===== src/rtl/joy_db9_serial_reader.sv =====
// Serial reader for a 74HC165-style DB9/JAMMA joystick chain: drives load/clock,
// shifts in 16 bits per frame and publishes them only after two identical frames.
module joy_db9_serial_reader #(
  parameter int unsigned CLK_DIV   = 25,
  parameter int unsigned GAP_TICKS = 30
) (
  input  logic       clk50mhz,
  input  logic       reset_n,
  input  logic       joy_data,
  output logic       joy_clk,
  output logic       joy_load_n,
  output logic       joy_select,
  output logic [7:0] joy1,
  output logic [7:0] joy2,
  output logic       frame_valid
);

  localparam int unsigned DIV_W   = 8;
  localparam int unsigned CNT_W   = 8;
  localparam int unsigned BIT_W   = 4;
  localparam int unsigned FRAME_W = 16;

  localparam logic [2:0] ST_LOAD     = 3'd0;
  localparam logic [2:0] ST_SHIFT_LO = 3'd1;
  localparam logic [2:0] ST_SHIFT_HI = 3'd2;
  localparam logic [2:0] ST_COMPARE  = 3'd3;
  localparam logic [2:0] ST_GAP      = 3'd4;

  logic [1:0]         sync_q;
  logic [DIV_W-1:0]   div_q,    div_d;
  logic [2:0]         state_q,  state_d;
  logic [CNT_W-1:0]   cnt_q,    cnt_d;
  logic [BIT_W-1:0]   bit_q,    bit_d;
  logic [FRAME_W-1:0] shreg_q,  shreg_d;
  logic [FRAME_W-1:0] prev_q,   prev_d;
  logic [7:0]         joy1_q,   joy1_d;
  logic [7:0]         joy2_q,   joy2_d;
  logic               fv_q,     fv_d;
  logic               jclk_q,   jclk_d;
  logic               load_n_q, load_n_d;
  logic               data_s;
  logic               tick_c;

  assign data_s = sync_q[1];
  assign tick_c = (div_q == DIV_W'(CLK_DIV - 1));

  // Register bank; reset parks the FSM in GAP so a full gap precedes the first load
  always_ff @(posedge clk50mhz or negedge reset_n) begin
    if (!reset_n) begin
      sync_q   <= 2'b11;
      div_q    <= '0;
      state_q  <= ST_GAP;
      cnt_q    <= '0;
      bit_q    <= '0;
      shreg_q  <= '0;
      prev_q   <= '0;
      joy1_q   <= '0;
      joy2_q   <= '0;
      fv_q     <= 1'b0;
      jclk_q   <= 1'b0;
      load_n_q <= 1'b1;
    end else begin
      sync_q   <= {sync_q[0], joy_data};
      div_q    <= div_d;
      state_q  <= state_d;
      cnt_q    <= cnt_d;
      bit_q    <= bit_d;
      shreg_q  <= shreg_d;
      prev_q   <= prev_d;
      joy1_q   <= joy1_d;
      joy2_q   <= joy2_d;
      fv_q     <= fv_d;
      jclk_q   <= jclk_d;
      load_n_q <= load_n_d;
    end
  end

  // Next-state logic; the prescaler holds during COMPARE so that cycle adds to the frame
  always_comb begin
    state_d  = state_q;
    cnt_d    = cnt_q;
    bit_d    = bit_q;
    shreg_d  = shreg_q;
    prev_d   = prev_q;
    joy1_d   = joy1_q;
    joy2_d   = joy2_q;
    fv_d     = 1'b0;
    jclk_d   = jclk_q;
    load_n_d = load_n_q;
    div_d    = (tick_c || state_q == ST_COMPARE) ? '0 : div_q + DIV_W'(1);

    case (state_q)
      ST_LOAD: begin
        if (tick_c) begin
          if (cnt_q == CNT_W'(1)) begin
            state_d = ST_SHIFT_LO;
            cnt_d   = '0;
          end else begin
            cnt_d = cnt_q + CNT_W'(1);
          end
        end
      end
      ST_SHIFT_LO: begin
        if (tick_c) begin
          shreg_d = {shreg_q[FRAME_W-2:0], data_s};
          state_d = ST_SHIFT_HI;
        end
      end
      ST_SHIFT_HI: begin
        if (tick_c) begin
          bit_d   = bit_q + BIT_W'(1);
          state_d = (bit_q == BIT_W'(15)) ? ST_COMPARE : ST_SHIFT_LO;
        end
      end
      ST_COMPARE: begin
        if (shreg_q == prev_q) begin
          joy1_d = ~shreg_q[15:8];
          joy2_d = ~shreg_q[7:0];
          fv_d   = 1'b1;
        end
        prev_d  = shreg_q;
        state_d = ST_GAP;
      end
      ST_GAP: begin
        if (tick_c) begin
          if (cnt_q == CNT_W'(GAP_TICKS - 1)) begin
            state_d = ST_LOAD;
            cnt_d   = '0;
            bit_d   = '0;
          end else begin
            cnt_d = cnt_q + CNT_W'(1);
          end
        end
      end
      default: state_d = ST_GAP;
    endcase

    if (tick_c) begin
      jclk_d   = (state_d == ST_SHIFT_HI);
      load_n_d = (state_d != ST_LOAD);
    end
  end

  assign joy_clk     = jclk_q;
  assign joy_load_n  = load_n_q;
  assign joy_select  = 1'b1;
  assign joy1        = joy1_q;
  assign joy2        = joy2_q;
  assign frame_valid = fv_q;

endmodule

===== config.mk =====
export PLATFORM = sky130hd
export DESIGN_NAME = joy_db9_serial_reader
export DESIGN_NICKNAME = d
export VERILOG_FILES = /design/src/rtl/joy_db9_serial_reader.sv
export SDC_FILE = /design/constraint.sdc
export NUM_CORES = 1
export LEC_CHECK = 0
export ABC_AREA = 1
export BUFFER_PORTS_ARGS = -buffer_cell sky130_fd_sc_hd__buf_2
export CORE_ASPECT_RATIO = 0.9
export CORE_MARGIN = 10
export CORE_UTILIZATION = 25
export DETAILED_ROUTE_END_ITERATION = 10
export GPL_TIMING_DRIVEN = 0
export SLEW_MARGIN = 20
export SYNTH_ARGS = -nofsm -noshare
export SYNTH_HDL_FRONTEND = slang
export SYNTH_SLANG_ARGS = --single-unit

===== constraint.sdc =====
create_clock -name clk50mhz -period 1.4 [get_ports clk50mhz]
set_input_delay 0.07 -clock clk50mhz [delete_from_list [all_inputs] [get_ports clk50mhz]]
set_output_delay 0.07 -clock clk50mhz [all_outputs]
set_load 0.02 [all_outputs]

# == Word level (Yosys, flattened, before mapping) ==
# Index checks and enable logic that the tools add are counted.
# word_totals
reg_bits,76
output_inout_bits,20
# op_classes
n_addsub,3
n_eq_ne,14
mux,20
bitwise_logic,2
n_reduce_logical,9
# op_table
op,n
2-to-1 mux 8 bit,5
2-to-1 mux 3 bit,6
adder 8 x 1 -> 8 bit (second input constant),2
equality test 16 bit,1
equality test 8 x 5 -> 1 bit (second input constant),2
NOT 8 bit,2
one-hot mux 8 bit (2 select lines),1
2-to-1 mux 4 bit,3
one-hot mux 3 bit (4 select lines),1
equality test 3 x 2 -> 1 bit (second input constant),3
equality test 8 x 1 -> 1 bit (second input constant),1
!= test 2 bit (second input constant),4
one-hot mux 4 bit (2 select lines),1
adder 4 x 1 -> 4 bit (second input constant),1
equality test 4 bit (second input constant),1
AND reduction 2 bit,2
AND reduction 4 bit,1
nonzero test 2 bit,2
equality test 3 x 1 -> 1 bit (second input constant),1
equality test 3 bit (second input constant),1
logical NOT 3 bit,1
AND reduction 3 bit,1
nonzero test 3 bit,1
2-to-1 mux 1 bit,2
2 further kinds,2

# == Longest topological paths before layout ==
# depth
depth_word,5
ltp_mapped,11
depth_no_buf,11

# == Least setup slack after synthesis ==
# No wires, ideal clock.
# synth_path
kind,reg-to-reg
from,register div_q[0]
to,register shreg_q[4]
t_arrival_ns,1.378
required_ns,1.269
path_slack_ns,-0.109
stages_incl_launch_ff,11
path_buffers,1
synth_period_minus_slack_ns,1.509
path_cell_list,dfrtp_1 -> inv_1 -> ha_1 -> inv_1 -> nor2_1 -> nand2_1 -> nor2_1 -> nand2_1 -> clkbuf_1 -> nand2_1 -> o21ai_0
# synth_via
elab_chain_cells,2
# synth_lines
element,line,source
from (decl),30,"logic [DIV_W-1:0] div_q, div_d;"
from (signal assigned),64,div_q <= div_d;
equality test 8 x 5 -> 1 bit,45,assign tick_c = (div_q == DIV_W'(CLK_DIV - 1));
AND reduction 2 bit (no source line),n/a,
to (signal assigned),68,shreg_q <= shreg_d;
to (decl),34,"logic [FRAME_W-1:0] shreg_q, shreg_d;"
# Every way passes these cells.
# A chain may end at the register's enable or synchronous reset.

# == Final worst setup path ==
# layout_path
from,register div_q[0]
to,register shreg_q[5]
# Same word-level chain as after synthesis.

==> results.md <==
| Parameter | Value | Unit |
|:---|:---|:---|
| Worst slew margin relative to its limit | 64.8 | % |
| Die Footprint | 19600 | sq um |
| Clock network latency to the later pin of the worst-skew pair | 0.33 | ns |
| Critical Path Max Stage Delay | 0.39 | ns |
| Clk buf depth | 2 | - |
| Worst-case vdd ir drop | 0.493 | mV |
| Startpoint types | register | - |
| Top layer used by detailed routing | met4 | - |
| Buf/Inv on CP | 3 | - |
| Final Wtd Congestion | 0.839 | - |
| Part of the power in registers | 48.2 | % |
| Antenna Nets Post-Route | 0 | - |
| Dpl hpwl | 5.56 | mm |
| Most frequent cells in the layout | sky130_fd_sc_hd__nand2_1, sky130_fd_sc_hd__dfrtp_1, sky130_fd_sc_hd__inv_1, sky130_fd_sc_hd__buf_4, sky130_fd_sc_hd__nand2_2 | - |
| Wirelength per Cell | 12.2 | um |
| Count of final setup violators | 42 | - |
| Number of global-route vias before repair | 2994 | - |
| Number of nets produced by synthesis | 447 | - |
| Instance count of the mapped netlist | 439 | - |
| Syn Area/Cell | 8.18 | sq um |
| Leakage component of the power | 0.00242 | uW |
| Detailed-router iteration count before antenna repair | 4 | - |
| Pins over their slew limit | 0 | - |
| Number of inserted filler cells in the final layout | 1408 | - |
| Worst min-delay path class | in2async | - |
| Library cell contributing the largest single delay on the critical path | sky130_fd_sc_hd__dfrtp_1 | - |
| DIE WIDTH | 146 | um |
| Global routing usage summed across all routing layers | 8.57 | % |
| Global-route congestion overflow total | 0 | - |
| Slack of the critical path | -0.110 | ns |
| Placeable core region | 14100 | sq um |
| Critical path cell sequence | inv_2 -> ha_4 -> inv_2 -> nor2_1 -> nand2_1 -> nor2_4 -> nand2_4 -> clkbuf_16 -> nand2_2 -> o21ai_1 | - |
| Switching Fraction | 19.4 | % |
| Library cells used by synthesis | 30 | - |
| WL final | 8.68 | mm |
| Die height | 134 | um |
| Data arrival time of the critical path | 1.72 | ns |
| Starting Density | 25.5 | % |
| Total power per unit cell area | 908 | nW/um^2 |
| # H-tree levels | 3 | - |
| N_diodes | 0 | - |
| Post-synthesis register bit count | 76 | - |
| Part of the total power dissipated in combinational logic | 1.3 | % |
| Failing checks | setup timing | - |
| Per-cell via count in the routed design | 4.38 | - |
| Met2 wirelength from detailed routing | 4.26 | mm |
| Least-Margin Pin Slew | 0.528 | ns |
| DRC | 0 | - |
| Final-report hold violation count | 0 | - |
| # port buffers | 21 | - |
| TritonCTS clock tree | built | - |
| Worst clock skew on the final layout | 0.00452 | ns |
| Net load switching power | 889 | uW |
| Overall via count from detail_route | 3112 | - |
| Total area of multi-input combinational cells | 1740 | sq um |
| Met3 routed WL | 379 | um |
| Maxcap violations | 0 | - |
| First-pass GRT wire length | 14.0 | mm |
| Ratio of cells with drive above 1 in the final layout | 35.7 | % |
| Final #Nets | 521 | - |
| Outcome | finished, violations left | - |
| Final period demand of the worst path | 1.51 | ns |
| Post-synthesis sequential area ratio | 53.1 | % |
| Most used cell along the critical path | sky130_fd_sc_hd__inv_2 | - |
| Antenna violations before repair | 0 | - |
| Mapped Area | 3590 | sq um |
| Number of violations reported at the end of detailed-routing iteration 0 | 211 | - |
| Core Rows | 41 | - |
| Setup Crit Path Kind | reg2reg | - |
| Cell family contributing the most delay on the critical path | simple AND/OR/NAND/NOR gates | - |
| TritonCTS buffer count | 9 | - |
| Number of top-level design ports | 23 | - |
| Fraction of power consumed by the clock network | 50.5 | % |
| Clk slew on worst S/H paths | 0.05 | ns |
| Worst Setup Slack post-DPL | -0.437 | ns |
| Root Buffer Master | sky130_fd_sc_hd__clkbuf_16 | - |
| RSZ-0062 raised after global routing | true | - |
| Growth of design area from synthesis to finish | 40.4 | % |
| Sequential cell area | 1910 | sq um |
| CTS sink count | 76 | - |
| Endpoint type of the worst setup path | register | - |
| Post-Layout Inst Area | 5040 | sq um |
| Internal power | 3690 | uW |
| Period utilisation layout | 108 | % |
| Maximum number of pins on one net before global-route repair | 40 | - |
| Post-Place Cell Area | 4000 | sq um |
| Top fanout value on the critical path | 7 | - |
| Number of synthesis warnings | 0 | - |
| Met1 wire length | 3.82 | mm |
| F_max | 662 | MHz |
| Worst setup slack for register-to-register paths | -0.11 | ns |
| Most common cell after layout, fill and taps aside | sky130_fd_sc_hd__nand2_1 | - |
| Data required time at the worst endpoint | 1.61 | ns |
[stage by stage]
step	util [%]	hold slack [ns]	TNS, ns	total power, uW	cells
floorplan	-	-0.226	-0.0865	2250	439
global placement	28.3	0.178	-30.47	2290	653
detailed placement	28.5	0.0874	-14.20	2300	654
CTS	33.2	0.269	-4.17	4640	690
global route	35.9	0.325	-7.01	4750	711
finish	35.9	0.252	-3.01	4580	711
[per-layer routing]
| metal | global-route usage [%] | vias to the layer above |
|---|---|---|
| met1 | 10.5 | 1502 |
| met5 | 0 | - |
| met2 | 13.4 | 49 |
| met3 | 2.47 | 17 |
| li1 | - | 1544 |
| met4 | 4.44 | 0 |
[cells in the mapped netlist (all sizes together)]
master | n | area [sq um]
nand2 | 137 | 514
dfrtp | 72 | 1800
inv | 58 | 218
o21ai | 47 | 235
nor2 | 38 | 155
nand3 | 18 | 108
nand4 | 17 | 106
xor2 | 9 | 78.8
clkbuf | 6 | 22.5
a21oi | 5 | 25.0
buf | 5 | 33.8
ha | 5 | 62.6
dfstp | 4 | 105
nor3 | 4 | 25.0
nor3b | 3 | 22.5
o211ai | 3 | 22.5
or2 | 2 | 12.5
xnor2 | 2 | 17.5
a31oi | 1 | 6.26
conb | 1 | 3.75
nor4 | 1 | 6.26
o21a | 1 | 7.51
[cells by family (layout without fill, tap and decap cells)]
kind of cell | count (synthesis) | in the layout | synth area share (%)
and+or+nand+nor | 220 | 220 | 26.5
DFF | 76 | 76 | 53.1
buffers and inverters | 69 | 148 | 7.63
AOI/OAI and AO/OA | 57 | 57 | 8.26
xor gates and xnor gates | 11 | 11 | 2.68
adders and majority gates | 5 | 5 | 1.74
other | 1 | 1 | 0.104
[worst paths after layout]
path	from	endpoint	cells past startpoint
min in group clk50mhz	sync_q[0]	sync_q[1]	0
max	div_q[0]	shreg_q[5]	10
max reg2reg	div_q[0]	shreg_q[5]	10
min reg2reg	sync_q[0]	sync_q[1]	0
max in group asynchronous	reset_n	state_q[2]	3
min	reset_n	div_q[5]	2
[sequential cells by signal, indices dropped and copies added, names as in the netlist]
register     flops
shreg_q         16
div_q            8
joy1             8
cnt_q            8
frame_valid      1
state_q          3
joy_clk          1
joy2             8
joy_load_n       1
bit_q            4
prev_q          16
sync_q           2
[layout make-up]
type                            instances  share of cell area (%)
Clock buffer                           12                    5.09
Clock inverter                          4                   0.943
Tap cell                              193                    4.79
Sequential cell                        76                    37.9
Multi-Input combinational cell        294                    34.5
Buffer                                  9                    2.23
Timing Repair Buffer                   65                    10.1
Inverter                               58                    4.47
[what timing repair did]
action | in CTS | in global routing
setup endpoints to repair | 73 | 65
hold buffers | 2 | 0
pin swaps | 16 | 25
hold endpoints to repair | 36 | 0
gates cloned | 1 | 2
resized for setup | 64 | 83
setup buffers | 17 | 22
[power groups by stage]
stage	combinational, uW	sequential (uW)	clock (uW)
finish	60.7	2200	2310
global route	72.0	2200	2480
CTS	64.6	2200	2380
detailed placement	60.1	2240	0
global placement	51.3	2240	0
floorplan	4.47	2240	0
No activity file was read; power rests on OpenSTA's default activity.
